$ cat src/rtl/seg_pkg.sv
// Shared constants for the seven-segment scan driver: segment bit order,
// glyph table and digit-count limit.
package seg_pkg;

  localparam int unsigned MAX_DIGITS = 8;
  localparam int unsigned SEG_W      = 8;

  // Bit position of each segment inside the active-low seg_n byte.
  typedef enum logic [2:0] {
    SEG_A, SEG_B, SEG_C, SEG_D, SEG_E, SEG_F, SEG_G, SEG_DP
  } seg_bit_e;

  localparam logic [SEG_W-1:0] SEG_BLANK   = 8'hFF;
  localparam logic [SEG_W-1:0] SEG_DP_ONLY = 8'h7F;

  // Glyphs for 0..F. Entries 10..15 are only shown in hex mode.
  localparam logic [SEG_W-1:0] SEG_GLYPH [16] = '{
    8'hC0, 8'hF9, 8'hA4, 8'hB0, 8'h99, 8'h92, 8'h82, 8'hF8,
    8'h80, 8'h90, 8'h88, 8'h83, 8'hC6, 8'hA1, 8'h86, 8'h8E
  };

endpackage

$ cat src/rtl/seg_digit_encode.sv
// Combinational nibble-to-glyph encoder with decimal-point and blanking
// overrides for one common-anode digit.
module seg_digit_encode
  import seg_pkg::*;
(
  input  logic [3:0]       nibble,
  input  logic             hex_mode,
  input  logic             dp,
  input  logic             blank,
  output logic [SEG_W-1:0] seg_n
);

  // Later assignments take priority: invalid decimal, then blank, then DP.
  always_comb begin
    seg_n = SEG_GLYPH[nibble];
    if (!hex_mode && (nibble > 4'd9)) seg_n = SEG_DP_ONLY;
    if (blank) seg_n = SEG_BLANK;
    if (dp) seg_n[SEG_DP] = 1'b0;
  end

endmodule

$ cat src/rtl/sev_seg_scan_driver.sv
// Time-multiplexed common-anode display driver: one digit per refresh period,
// new values are swapped in only at the frame boundary.
module sev_seg_scan_driver
  import seg_pkg::*;
#(
  parameter int unsigned DIGITS      = 4,
  parameter int unsigned REFRESH_DIV = 50000
) (
  input  logic                  clk,
  input  logic                  rst_n,
  input  logic                  load,
  input  logic [4*DIGITS-1:0]   value,
  input  logic [DIGITS-1:0]     dp,
  input  logic                  hex_mode,
  input  logic                  blank_lz,
  output logic [SEG_W-1:0]      seg_n,
  output logic [DIGITS-1:0]     an_n,
  output logic                  frame_start,
  output logic                  update_pending
);

  localparam int unsigned IDX_W = (DIGITS > 1) ? $clog2(DIGITS) : 1;
  localparam int unsigned PRE_W = (REFRESH_DIV > 1) ? $clog2(REFRESH_DIV) : 1;
  localparam int unsigned VAL_W = 4 * DIGITS;

  logic [PRE_W-1:0]  pre_q, pre_d;
  logic [IDX_W-1:0]  idx_q, idx_d;
  logic              tc, wrap;

  logic [VAL_W-1:0]  pend_value_q, act_value_q;
  logic [DIGITS-1:0] pend_dp_q, act_dp_q;
  logic              pend_hex_q, act_hex_q;
  logic              pend_blank_q, act_blank_q;

  logic [DIGITS-1:0] blank_mask;
  logic              zero_run;
  logic [3:0]        sel_nibble;
  logic              sel_dp, sel_blank;
  logic [SEG_W-1:0]  enc_seg;
  logic [DIGITS-1:0] an_sel;

  // Prescaler and scan index; wrap marks the frame boundary.
  always_comb begin
    tc    = (pre_q == PRE_W'(REFRESH_DIV - 1));
    wrap  = tc && (idx_q == IDX_W'(DIGITS - 1));
    pre_d = tc ? '0 : pre_q + PRE_W'(1);
    idx_d = idx_q;
    if (wrap)    idx_d = '0;
    else if (tc) idx_d = idx_q + IDX_W'(1);
  end

  // A digit above 0 blanks when it and every more significant nibble are zero.
  always_comb begin
    zero_run   = 1'b1;
    blank_mask = '0;
    for (int i = int'(DIGITS) - 1; i >= 0; i--) begin
      zero_run      = zero_run && (act_value_q[4*i +: 4] == 4'd0);
      blank_mask[i] = act_blank_q && zero_run && (i != 0);
    end
  end

  always_comb begin
    sel_nibble = '0;
    sel_dp     = 1'b0;
    sel_blank  = 1'b0;
    for (int i = 0; i < int'(DIGITS); i++) begin
      if (idx_q == IDX_W'(i)) begin
        sel_nibble = act_value_q[4*i +: 4];
        sel_dp     = act_dp_q[i];
        sel_blank  = blank_mask[i];
      end
    end
    an_sel = ~(DIGITS'(1) << idx_q);
  end

  seg_digit_encode u_encode (
    .nibble   (sel_nibble),
    .hex_mode (act_hex_q),
    .dp       (sel_dp),
    .blank    (sel_blank),
    .seg_n    (enc_seg)
  );

  always_ff @(posedge clk or negedge rst_n) begin
    if (!rst_n) begin
      pre_q          <= '0;
      idx_q          <= '0;
      pend_value_q   <= '0;
      pend_dp_q      <= '0;
      pend_hex_q     <= 1'b0;
      pend_blank_q   <= 1'b0;
      act_value_q    <= '0;
      act_dp_q       <= '0;
      act_hex_q      <= 1'b0;
      act_blank_q    <= 1'b0;
      update_pending <= 1'b0;
      seg_n          <= SEG_BLANK;
      an_n           <= '1;
      frame_start    <= 1'b0;
    end else begin
      pre_q       <= pre_d;
      idx_q       <= idx_d;
      seg_n       <= enc_seg;
      an_n        <= an_sel;
      frame_start <= wrap;
      if (wrap) begin
        // Load on the boundary itself bypasses the pending stage.
        update_pending <= 1'b0;
        if (load) begin
          act_value_q <= value;
          act_dp_q    <= dp;
          act_hex_q   <= hex_mode;
          act_blank_q <= blank_lz;
        end else if (update_pending) begin
          act_value_q <= pend_value_q;
          act_dp_q    <= pend_dp_q;
          act_hex_q   <= pend_hex_q;
          act_blank_q <= pend_blank_q;
        end
      end else if (load) begin
        pend_value_q   <= value;
        pend_dp_q      <= dp;
        pend_hex_q     <= hex_mode;
        pend_blank_q   <= blank_lz;
        update_pending <= 1'b1;
      end
    end
  end

endmodule

$ cat config.mk
export PLATFORM = sky130hd
export DESIGN_NAME = sev_seg_scan_driver
export DESIGN_NICKNAME = d
export VERILOG_FILES = /design/src/rtl/seg_pkg.sv /design/src/rtl/seg_digit_encode.sv /design/src/rtl/sev_seg_scan_driver.sv
export SDC_FILE = /design/constraint.sdc
export NUM_CORES = 1
export LEC_CHECK = 0
export BUFFER_PORTS_ARGS = -buffer_cell sky130_fd_sc_hd__buf_2
export CAP_MARGIN = 10
export CORE_MARGIN = 4
export CORE_UTILIZATION = 55
export DETAILED_ROUTE_END_ITERATION = 12
export PLACE_DENSITY_LB_ADDON = 0.12
export SYNTH_ARGS = -nofsm -noshare
export SYNTH_HDL_FRONTEND = slang
export SYNTH_SLANG_ARGS = --single-unit
$ cat constraint.sdc
create_clock -name clk -period 6.9 [get_ports clk]
set_input_delay 1.035 -clock clk [delete_from_list [all_inputs] [get_ports clk]]
set_output_delay 1.035 -clock clk [all_outputs]
set_load 0.01 [all_outputs]
Word level (Yosys, flattened, before mapping)
Memory sizes are Yosys's and may differ from the RTL's.
Cells that the tools add are included.

storage, ports and cells
  word-level logic and storage cells = 73
  bits in writable memories = 0
  latch bits = 0
  output and inout bits = 14
  bits in read-only memories = 128
  input bits = 25
  register bits = 76
  memories kept = 1

memories
  name             depth  bits a word  read ports  clocked after memory_dff  write ports  RTL line                source
  (no name shown)  16     8            1           0                         0            seg_digit_encode.sv:15  seg_n = SEG_GLYPH[nibble];

operators by class
  reduce and logical (&&, ||, !) cells = 17
  divide/modulo/power cells = 0
  $add $sub $neg = 2
  $mul = 0
  shifts and indexed selects = 1
  mux-type cells = 29
  equality and inequality tests = 4
  bitwise logic cells = 3
  order comparisons = 2

operator list
  cell                                                       number
  2-to-1 mux 16 bit                                          3
  2-to-1 mux 8 bit                                           4
  2-to-1 mux 4 bit                                           6
  adder 16 x 1 -> 16 bit (second input constant)             1
  equality test 16 bit (second input constant)               1
  2-to-1 mux 1 bit                                           14
  zero test 4 bit                                            3
  logical AND 1 bit                                          7
  nonzero test 2 bit                                         3
  greater-or-equal comparator 5 bit (second input constant)  1
  NOT 4 -> 5 bit                                             1
  equality test 2 bit (second input constant)                2
  greater-than comparator 4 bit (second input constant)      1
  2-to-1 mux 2 bit                                           2
  NOT 4 bit                                                  1
  AND reduction 2 bit                                        2
  left shift 1 x 2 -> 4 bit (first input constant)           1
  adder 2 x 1 -> 2 bit (second input constant)               1
  equality test 2 x 1 -> 1 bit (second input constant)       1
  zero test 2 bit                                            1
  zero test 1 bit                                            1
  NOT 1 bit                                                  1

Longest topological paths before layout
Gate-level depths: netlist (run 1).

  depth after elaboration = 12
  mapped depth = 11
  gate-level depth less buffers = 10

Hierarchy
Synthesis (run 1) repeated with hierarchy kept, for this count alone.

second synthesis, totals
  cell total of the unflattened synthesis = 334
  area total of the unflattened synthesis = 3,726.1 um^2

modules (own cells, without submodules)
  module               area each (um^2)  sequential area each (um^2)  cells an instance  instances
  sev_seg_scan_driver  3,399.5           1,916.8                      291                1
  seg_digit_encode     326.6             0.0                          43                 1

Worst setup path after synthesis (run 1)
OpenSTA, ideal clock, no wires.

  path kind = register -> register
  start = reg idx_q[1]
  end = reg seg_n[3]
  stages on the path, launching flop included = 12
  buffers on the path = 1
  setup time = 0.111 ns
  path slack = 4.271 ns
  data required time = 6.789 ns
  data arrival time = 2.518 ns
  clock period less this slack = 2.629 ns
  path through = dfrtp_1 inv_1 ha_1 clkbuf_1 a211oi_1 a221oi_1 inv_1 ha_1 nor2_1 nor2_1 o32a_1 o311ai_0

between the ends
  longest elaborated chain between the ends = 11
  elaborated cells on any way between the ends = 19
  classes of those cells = order compare: 1; eq/ne: 3; mux: 11; bitwise: 1; reduce/logical: 2; memory: 1

ends and longest elaborated chain
  item                                                  RTL line                    source
  from (decl)                                           sev_seg_scan_driver.sv:27   logic [IDX_W-1:0] idx_q, idx_d;
  from (signal assigned)                                sev_seg_scan_driver.sv:102  idx_q <= idx_d;
  zero test 2 bit                                       sev_seg_scan_driver.sv:67   if (idx_q == IDX_W'(i)) begin
  2-to-1 mux 4 bit (4 in series)                        sev_seg_scan_driver.sv:67
  NOT 4 -> 5 bit (implied by the code)                  seg_digit_encode.sv:15
  memory (16 x 8 bit)                                   --
  2-to-1 mux 8 bit (implied by the code) (2 in series)  seg_digit_encode.sv:15
  2-to-1 mux 8 bit                                      seg_digit_encode.sv:16      if (!hex_mode && (nibble > 4'd9)) seg_n = SEG_DP_ONLY;
  2-to-1 mux 8 bit (*)                                  seg_digit_encode.sv:17      if (blank) seg_n = SEG_BLANK;
  via enc_seg[3]                                        sev_seg_scan_driver.sv:39   logic [SEG_W-1:0] enc_seg;
  to (signal assigned)                                  sev_seg_scan_driver.sv:103  seg_n <= enc_seg;
  to (decl)                                             sev_seg_scan_driver.sv:16   output logic [SEG_W-1:0] seg_n,

Mark *: on every way through the listed nets, which the timed path passes. The rest lies on a longest branch. The select of a mux whose other input is x is not followed.
A chain may end at the register's enable or synchronous reset.

Worst setup path after layout (run 1)
Same ends and word-level chain as after synthesis.

==> impl_metrics.py, run 1 <==
metrics = {
    "run_status": {
        "status": "finished clean",
    },
    "clock_tree": {
        "clock_sinks": 76,
        "postCtsSetupBuffers": 0,
        "cts-root-buf": "clkbuf_8",
        "cts.repair.resized": 0,
        "insertion_delay_ns": 0.35,
        "cts_tree": "yes",
        "cts_buffers": 9,
        "clkTransAtPathRegs_ns": 0.08,
        "cts_htree_levels": 3,
        "ctsHoldBuffers": 0,
        "cts_max_path_buffers": 2,
    },
    "place": {
        "port_buffers": 38,
        "gp_congestion": 0.870,
        "place_inst": 401,
        "place_hpwl_um": 4620,
    },
    "global_routing": {
        "grt_first_pass_wirelength_um": 11300,
        "gr-usage-all-layers": 0.173,
        "grt_overflow": 0,
        "antenna_found_initial": 0,
        "grt_max_degree": 77,
        "first_global_vias": 2332,
    },
    "synth": {
        "synth-seq-area-share": 0.509,
        "synth-async-reset-ratio": 1.00,
        "syn_nets": 332,
        "syn_avg_cell_area_um2": 12.8,
        "synthCells": 295,
        "synth_edf_count": 0,
        "synth_ff_type": "dfrtp_1",
        "ys_warn_count": 0,
        "ys_ff_latch": 76,
        "synthesis.area_um2": 3770,
        "synth_cell_types": 50,
    },
    "sta": {
        "period_share": 0.445,
        "rsz0062_at_grt": "no",
        "slew_headroom": 0.389,
        "final-hold-violation-count": 0,
        "fmax_mhz": 326,
        "worstMarginPinSlew_ns": 0.916,
        "finalClockSkew_ns": 0.00980,
        "finalSetupTns_ns": 0,
        "drv_slew": 0,
        "layout_min_cycle_time_ns": 3.07,
        "setup_violations": 0,
    },
    "floorplanning": {
        "rows": 29,
        "io_pins": 39,
        "dieWidth_um": 90.8,
        "start_util": 0.580,
        "die_area_um2": 8240,
        "die-height_um": 90.8,
        "core_area_um2": 6490,
    },
    "power_and_ir_drop": {
        "power_density_nw_per_um2": 209,
        "p_leak_nw": 2.02,
        "vdd_drop_max_mv": 0.130,
    },
    "critical_path": {
        "cp.arrival_ns": 3.30,
        "crit_fanout": 10,
        "startpoint": "idx_q[1]$_DFFE_PN0P_",
        "end_kind": "flop",
        "path_class": "reg2reg",
        "critPathRequiredTime_ns": 7.13,
        "reg2reg_from": "idx_q[1]$_DFFE_PN0P_",
        "start_kind": "flop",
    },
    "worst_hold_path": {
        "min_from": "pend_value_q[7]$_DFFE_PN0P_",
        "hold_path_class": "reg2reg",
    },
    "finish": {
        "n_fill_cell": 494,
        "instances_no_fill": 417,
        "synthToLayoutAreaGrowth_pct": 11.9,
        "diodes": 0,
        "drive_above_1_share": 0.382,
        "final_net_count": 372,
    },
    "detailed_routing": {
        "avgViaCountPerCell": 5.56,
        "drt_iter0_drc": 89,
        "drt-total-wl_um": 6620,
        "first_pass_iters": 4,
        "vias": 2320,
        "ant_nets": 0,
        "wl_per_cell_um": 15.9,
        "drc": 0,
    },
    "flow_run": {
        "cap_violations": 0,
    },
}
[cells in the mapped netlist (5+ instances only)]
master     n  area [µm²]
mux2_2    36         405
mux2i_1    6        60.1
inv_1     11        41.3
dfrtp_1   64        1600
mux2_1    10         113
mux2_4    18         270
dfstp_2   12         315
nand2_1   16        60.1
xor2_1     8        70.1
clkbuf_1   7        26.3
xnor2_1    5        43.8
nor2_1    20        75.1
ha_1      12         150
nand3_1    7        35.0
[cell families after synthesis]
kind of cell	synth area share
compound gates	0.0555
xor+xnor	0.0302
fa+ha+maj	0.0399
buf+inv	0.0312
flops	0.509
mux	0.225
simple gates	0.109
[stage by stage]
stage / cell area, µm² / utilization / setup slack [ns] / hold slack, ns / power [mW]
finish: 4220 / 0.649 / 3.83 / 0.496 / 0.882
global route: 4220 / 0.649 / 3.54 / 0.512 / 0.918
CTS: 4220 / 0.649 / 3.82 / 0.501 / 0.892
detailed placement: 4000 / 0.616 / 3.85 / 0.482 / 0.524
global placement: 4000 / 0.616 / 3.94 / 0.469 / 0.522
floorplan: 3770 / - / 4.27 / 0.455 / 0.502
[layout by cell type (no fill, tap or decap), types with 2 or more instances in the layout]
master,count
dfrtp_1,64
buf_2,38
mux2_2,36
nor2_1,20
mux2_4,18
nand2_1,16
ha_1,12
dfstp_2,12
inv_1,11
mux2_1,10
clkbuf_8,9
xor2_1,8
nand3_1,7
mux2i_1,6
xnor2_1,5
nor3b_1,4
nor2b_1,4
o21ai_0,4
o211ai_1,4
nand3b_1,3
a21oi_1,3
and3_1,3
buf_4,3
a221oi_1,2
a22oi_1,2
nor4_1,2
nand2b_1,2
nand4b_1,2
nand4_1,2
clkinvlp_4,2
bufinv_16,2
[cell type report]
type	count	area (µm²)	share of cell area
well taps	77	96.3	0.0228
flip-flops and latches	76	1920	0.455
clock buffers	10	128	0.0303
clock inverters	6	88.8	0.0211
repair buffers	41	213	0.0504
inverters	11	41.3	0.00979
multi-input cells	196	1730	0.411
[worst max-delay path, stage by stage (launching register included)]
cell and delay [ns]:
dfrtp_1 0.40, inv_1 0.12, ha_1 0.33, a211oi_1 0.13, a221oi_1 0.75, inv_1 0.23, ha_1 0.28, nor2_1 0.12
nor2_1 0.06, o32a_1 0.43, o311ai_0 0.13
[worst paths after layout]
| path | endpoint | slack (ns) | cells past startpoint |
|---|---|---|---|
| max | seg_n[3]$_DFF_PN1_ | 3.83 | 10 |
| min | pend_value_q[7]$_DFFE_PN0P_ | 0.50 | 1 |
| max reg2reg | seg_n[3]$_DFF_PN1_ | 3.83 | 10 |
| min reg2reg | pend_value_q[7]$_DFFE_PN0P_ | 0.50 | 1 |
| max in group asynchronous | pre_q[10]$_DFF_PN0_ | 5.40 | 2 |
| min in group asynchronous | pend_value_q[15]$_DFFE_PN0P_ | 0.90 | 2 |
[registers in the layout, summed over array words and instances, names as in the netlist]
signal          flops
act_value_q        16
pend_value_q       16
pre_q              16
seg_n               8
act_dp_q            4
an_n                4
pend_dp_q           4
idx_q               2
act_blank_q         1
act_hex_q           1
frame_start         1
pend_blank_q        1
pend_hex_q          1
update_pending      1
[power by group]
part	switching [mW]	internal (mW)	leakage, nW
clock network	0.165	0.204	0.102
logic	0.0232	0.0267	0.976
registers	0.00588	0.458	0.939
[routing by layer]
| metal | vias up | wire length [µm] | global-route usage |
|---|---|---|---|
| li1 | 1127 | - | - |
| met1 | 1136 | 3150 | 0.242 |
| met2 | 45 | 3110 | 0.259 |
| met3 | 12 | 255 | 0.0342 |
| met4 | 0 | 114 | 0.0778 |
| met5 | - | 0 | 0 |
Note: power is estimated with default switching activity, not from simulation.
==> run 2: changes to the inputs <==
Settings changed: ABC_AREA set to 1.
Clock period 6.9 ns to 3.1 ns, I/O delays scaled along.
==> impl_metrics.py, run 2 <==
metrics = {
    "run_status": {
        "status": "finished clean",
    },
    "synth": {
        "ys_ff_latch": 76,
        "synthesis.area_um2": 3930,
        "synth_cell_types": 29,
        "syn_avg_cell_area_um2": 8.35,
        "netlist.area_leader.share": 0.407,
        "yosys-top-cells-count": "nand2_1, dfrtp_1, nand3_1",
        "synth_area_leader_cell": "dfrtp_1",
        "ys_warn_count": 0,
        "synth-seq-area-share": 0.488,
        "synthCells": 471,
        "syn_nets": 508,
        "yosys-top-cells-area": "dfrtp_1, nand2_1, dfstp_2",
        "yosysMostFrequentCell": "nand2_1",
        "synth_edf_count": 0,
        "synth_ff_type": "dfrtp_1",
        "synth-async-reset-ratio": 1.00,
    },
    "finish": {
        "drive_above_1_share": 0.193,
        "instances_no_fill": 609,
        "synthToLayoutAreaGrowth_pct": 10.9,
        "diodes": 0,
        "final_cell_mix": "nand2_1, dfrtp_1, nand3_1",
        "final_net_count": 545,
        "final_common_cell": "nand2_1",
        "largest_registers": "act_value_q (16), pend_value_q (16), pre_q (16)",
    },
    "critical_path": {
        "r2r_slack_ns": 0.77,
        "crit_fanout": 7,
        "reg2reg_depth": 13,
        "cp.arrival_ns": 2.60,
        "path_class": "reg2reg",
        "end_kind": "flop",
        "critPathRequiredTime_ns": 3.38,
        "slowest_delay_ns": 0.40,
        "cp_slowest_cell": "dfrtp_1",
        "crit_path_frequent_cell": "nand2_1",
        "start_kind": "flop",
        "timing.rr.end": "seg_n[1]$_DFF_PN1_",
        "reg2reg_from": "idx_q[0]$_DFFE_PN0P_",
        "crit_chain": "inv_1 > ha_1 > inv_1 > nor2_1 > nand2_1 > nand2_1 > nand2_1 > nand2_1 > inv_1 > ha_1 > o21ai_0 > a21oi_2 > nand3_1",
    },
    "sta": {
        "finalClockSkew_ns": 0.0108,
        "slew_headroom": 0.379,
        "drv_slew": 0,
        "worstMarginPinSlew_ns": 0.932,
        "setup_violations": 0,
        "finalSetupTns_ns": 0,
        "layout_min_cycle_time_ns": 2.33,
        "period_share": 0.750,
        "fmax_mhz": 430,
        "final-hold-violation-count": 0,
        "rsz0062_at_grt": "no",
    },
    "clock_tree": {
        "clkTransAtPathRegs_ns": 0.08,
        "clock_sinks": 76,
        "cts.repair.resized": 0,
        "cts_buffers": 9,
        "postCtsSetupBuffers": 0,
        "ctsHoldBuffers": 0,
        "cts_tree": "yes",
        "cts_htree_levels": 3,
        "cts-root-buf": "clkbuf_8",
        "cts_max_path_buffers": 2,
        "insertion_delay_ns": 0.34,
    },
    "detailed_routing": {
        "ant_nets": 0,
        "drt-total-wl_um": 7770,
        "vias": 3090,
        "first_pass_iters": 4,
        "wl_per_cell_um": 12.8,
        "drt_iter0_drc": 178,
        "avgViaCountPerCell": 5.07,
        "drc": 0,
    },
    "global_routing": {
        "grt_max_degree": 77,
        "first_global_vias": 2991,
        "grt.met1_usage": 0.276,
        "use_met2": 0.306,
        "gr-usage-all-layers": 0.200,
        "antenna_found_initial": 0,
        "top_usage_layer": "met2",
        "grt_first_pass_wirelength_um": 13700,
        "use_met3": 0.0471,
        "grt_overflow": 0,
    },
    "floorplanning": {
        "rows": 30,
        "die_area_um2": 8560,
        "start_util": 0.572,
        "dieWidth_um": 92.5,
        "die-height_um": 92.5,
        "core_area_um2": 6870,
        "io_pins": 39,
    },
    "worst_hold_path": {
        "hold_path_class": "in2async",
    },
    "power_and_ir_drop": {
        "power_density_nw_per_um2": 444,
        "vdd_drop_max_mv": 0.440,
        "p_leak_nw": 2.23,
    },
    "place": {
        "place_hpwl_um": 5500,
        "port_buffers": 38,
        "gp_congestion": 0.924,
        "place_inst": 593,
    },
    "flow_run": {
        "cap_violations": 0,
    },
}
-- run 2: changes by cell type after synthesis, sizes merged, moves of 4 or more --
| cell | previous run | this run |
|---|---|---|
| inv | 11 | 44 |
| xnor2 | 5 | 0 |
| mux2i | 6 | 0 |
| nor2 | 20 | 28 |
| mux2 | 64 | 22 |
| a21oi | 3 | 12 |
| nand2 | 16 | 153 |
| o21ai | 5 | 30 |
| nand3 | 7 | 53 |
| buf | 5 | 13 |
| nor3b | 4 | 0 |
| nor2b | 4 | 0 |
| nor3 | 0 | 8 |
-- run 2: how the worst max path moves through the flow --
stage                              start            endpoint  slack, ns  cells past startpoint
floorplan           idx_q[0]$_DFFE_PN0P_  seg_n[5]$_DFF_PN1_       1.13                     13
global placement    idx_q[1]$_DFFE_PN0P_  seg_n[5]$_DFF_PN1_       0.98                     12
detailed placement  idx_q[1]$_DFFE_PN0P_  seg_n[1]$_DFF_PN1_       0.79                     12
CTS                 idx_q[0]$_DFFE_PN0P_  seg_n[1]$_DFF_PN1_       0.80                     13
global route        idx_q[0]$_DFFE_PN0P_  seg_n[1]$_DFF_PN1_       0.52                     13
finish              idx_q[0]$_DFFE_PN0P_  seg_n[1]$_DFF_PN1_       0.77                     13
-- run 2: cell families after synthesis --
logic type / after synthesis / share of synthesized area
simple gates: 249 / 0.271
buf+inv: 62 / 0.0684
compound gates: 43 / 0.0563
flops: 76 / 0.488
mux: 22 / 0.0630
fa+ha+maj: 12 / 0.0382
xor+xnor: 7 / 0.0156
-- run 2: cell type report --
| type | instances | area (µm²) |
|---|---|---|
| Fill cell | 611 | 2510 |
| Sequential cell | 76 | 1920 |
| Multi-Input combinational cell | 333 | 1750 |
| Timing Repair Buffer | 43 | 230 |
| Inverter | 45 | 169 |
| Clock buffer | 12 | 155 |
| Tap cell | 96 | 120 |
| Clock inverter | 4 | 23.8 |
-- run 2: metrics by stage --
step	hold slack [ns]	power, mW	area [µm²]	utilization	worst slack [ns]
global placement	0.444	1.27	4180	0.609	0.976
detailed placement	0.454	1.27	4180	0.609	0.793
CTS	0.295	1.96	4360	0.635	0.802
floorplan	0.169	1.20	3930	-	1.13
finish	0.245	1.94	4360	0.635	0.774
global route	0.326	2.04	4360	0.635	0.518
-- run 2: layer usage --
| metal | up-vias | wire length [µm] |
|---|---|---|
| li1 | 1584 | - |
| met1 | 1423 | 3760 |
| met2 | 70 | 3520 |
| met3 | 13 | 340 |
| met4 | 0 | 153 |
| met5 | - | 0 |
-- run 2: where the power goes --
part | internal (mW) | switching [mW] | total [mW]
registers | 1.05 | 0.0215 | 1.07
clock network | 0.332 | 0.353 | 0.685
logic | 0.0765 | 0.106 | 0.183
-- run 2: critical path: cells and delay by family, from the launching register on --
kind | cells | cell delay, ns
and+or+nand+nor | 6 | 0.66
AOI/OAI and AO/OA | 2 | 0.46
adders and majority gates | 2 | 0.43
DFF | 1 | 0.40
buffers and inverters | 3 | 0.33
==> run 3: changes to the inputs <==
Settings changed: CORE_UTILIZATION 55 to 53.
Clock period 3.1 ns to 2.1 ns, I/O delays scaled along.
==> impl_metrics.py, run 3 (synthesized netlist as in run 2, its figures left out) <==
metrics = {
    "run_status": {
        "status": "finished clean",
    },
    "critical_path": {
        "crit_chain": "inv_2 > ha_2 > inv_1 > nor2_2 > nand2_1 > nand2_1 > nand2_1 > nand2_2 > inv_2 > ha_2 > o21ai_2 > a21oi_2 > buf_4 > nand3_1",
        "cp_slowest_cell": "dfrtp_1",
        "critPathRequiredTime_ns": 2.38,
        "end_kind": "flop",
        "critical-path-top-delay-family": "simple AND/OR/NAND/NOR gates",
        "crit_fanout": 7,
        "startpoint": "idx_q[0]$_DFFE_PN0P_",
        "cp.arrival_ns": 2.23,
        "crit_path_frequent_cell": "nand2_1",
        "path_class": "reg2reg",
        "crit_buf_inv": 4,
        "slowest_delay_ns": 0.42,
        "reg2reg_from": "idx_q[0]$_DFFE_PN0P_",
        "start_kind": "flop",
    },
    "detailed_routing": {
        "drt-total-wl_um": 8130,
        "drt_iter0_drc": 177,
        "first_pass_iters": 4,
        "avgViaCountPerCell": 5.02,
        "wl_per_cell_um": 13.0,
        "vias": 3153,
        "ant_nets": 0,
        "drc": 0,
    },
    "floorplanning": {
        "io_pins": 39,
        "die-height_um": 94.1,
        "core_area_um2": 7210,
        "die_area_um2": 8860,
        "rows": 31,
        "start_util": 0.545,
        "dieWidth_um": 94.1,
    },
    "clock_tree": {
        "cts_tree": "yes",
        "cts-root-buf": "clkbuf_8",
        "cts_max_path_buffers": 2,
        "cts_htree_levels": 3,
        "insertion_delay_ns": 0.34,
        "cts_buffers": 9,
        "clock_sinks": 76,
        "clkTransAtPathRegs_ns": 0.08,
    },
    "finish": {
        "diodes": 0,
        "final_cell_mix": "nand2_1, dfrtp_1, nand3_1",
        "drive_above_1_share": 0.238,
        "final_common_cell": "nand2_1",
        "synthToLayoutAreaGrowth_pct": 15.7,
        "final_net_count": 561,
        "largest_registers": "act_value_q (16), pend_value_q (16), pre_q (16)",
    },
    "global_routing": {
        "antenna_found_initial": 0,
        "first_global_vias": 2960,
        "grt_overflow": 0,
        "grt_first_pass_wirelength_um": 13700,
        "grt_max_degree": 77,
        "gr-usage-all-layers": 0.196,
    },
    "place": {
        "port_buffers": 38,
        "place_hpwl_um": 5780,
        "dp_worst_setup_slack_ns": -0.0716,
        "gp_congestion": 0.886,
    },
    "sta": {
        "fmax_mhz": 512,
        "final-hold-violation-count": 0,
        "holdWs_ns": 0.218,
        "slew_headroom": 0.708,
        "setup_ws_ns": 0.145,
        "finalClockSkew_ns": 0.0101,
        "setup_violations": 0,
        "period_share": 0.931,
        "worstMarginPinSlew_ns": 0.438,
        "layout_min_cycle_time_ns": 1.95,
        "drv_slew": 0,
    },
    "flow_run": {
        "cap_violations": 0,
    },
    "power_and_ir_drop": {
        "p_leak_nw": 2.32,
        "power_density_nw_per_um2": 646,
        "p_total_mw": 2.94,
        "vdd_drop_max_mv": 0.423,
    },
    "worst_hold_path": {
        "min_from": "dp[2]",
        "hold_path_class": "in2reg",
    },
}
-- run 3: cell count changes in the layout (fill, tap and decap cells not counted), moves of 2 or more --
cell,before,now
buf_12,0,2
buf_4,6,19
clkinv_2,3,1
ha_1,12,8
ha_2,0,4
inv_1,43,40
inv_2,1,4
inv_6,0,2
nand2_1,151,149
nand2_2,2,4
o21ai_0,19,17
-- run 3: worst paths after layout --
| path | depth (start not counted) | slack, ns | endpoint |
|---|---|---|---|
| hold / removal | 3 | 0.22 | pend_dp_q[2]$_DFFE_PN0P_ |
| min in group asynchronous | 3 | 0.53 | pre_q[13]$_DFF_PN0_ |
| setup reg to reg | 14 | 0.15 | seg_n[6]$_DFF_PN1_ |
| max in group asynchronous | 3 | 1.24 | an_n[1]$_DFF_PN1_ |
| setup / recovery | 14 | 0.15 | seg_n[6]$_DFF_PN1_ |
| hold reg to reg | 2 | 0.47 | pend_value_q[11]$_DFFE_PN0P_ |
-- run 3: layer usage --
layer | vias to the layer above | wire [µm] | track usage
met2 | 61 | 3810 | 0.306
met5 | - | 0 | 0
met4 | 0 | 108 | 0.0698
met3 | 11 | 266 | 0.0353
met1 | 1465 | 3950 | 0.274
li1 | 1616 | - | -
-- run 3: through the flow --
stage                     TNS (ns)  utilization  instances  area (µm²)
after global routing       -0.0122        0.631        628        4550
final                            0        0.631        628        4550
after floorplan                  0            -        471        3930
after CTS                        0        0.626        626        4520
after detailed placement    -0.280        0.596        608        4300
after global placement           0        0.596        608        4300
-- run 3: tightest hold or removal path: cells and delay by family --
| family | cells | cell delay, ns |
|---|---|---|
| buf+inv | 1 | 0.08 |
| simple gates | 2 | 0.13 |
-- run 3: area by class of cell --
| class | instances | area [µm²] |
|---|---|---|
| clock buffers | 12 | 165 |
| clock inverters | 4 | 30.0 |
| fillers | 656 | 2670 |
| inverters | 45 | 169 |
| multi-input cells | 333 | 1770 |
| flip-flops and latches | 76 | 1920 |
| well taps | 99 | 124 |
| repair buffers | 59 | 378 |
-- run 3: power breakdown --
| part | internal (mW) | switching [mW] | total, mW |
|---|---|---|---|
| logic | 0.127 | 0.161 | 0.288 |
| clock network | 0.533 | 0.542 | 1.08 |
| registers | 1.54 | 0.0319 | 1.58 |
| total | 2.20 | 0.735 | 2.94 |
-- run 3: timing repair --
action / CTS / global route
hold buffers: 1 / 0
setup buffers: 1 / 2
cloned: 0 / 0
setup endpoints to repair: 7 / 8
pin swaps: 1 / 3
gates resized for setup: 2 / 11
hold endpoints to repair: 29 / 0
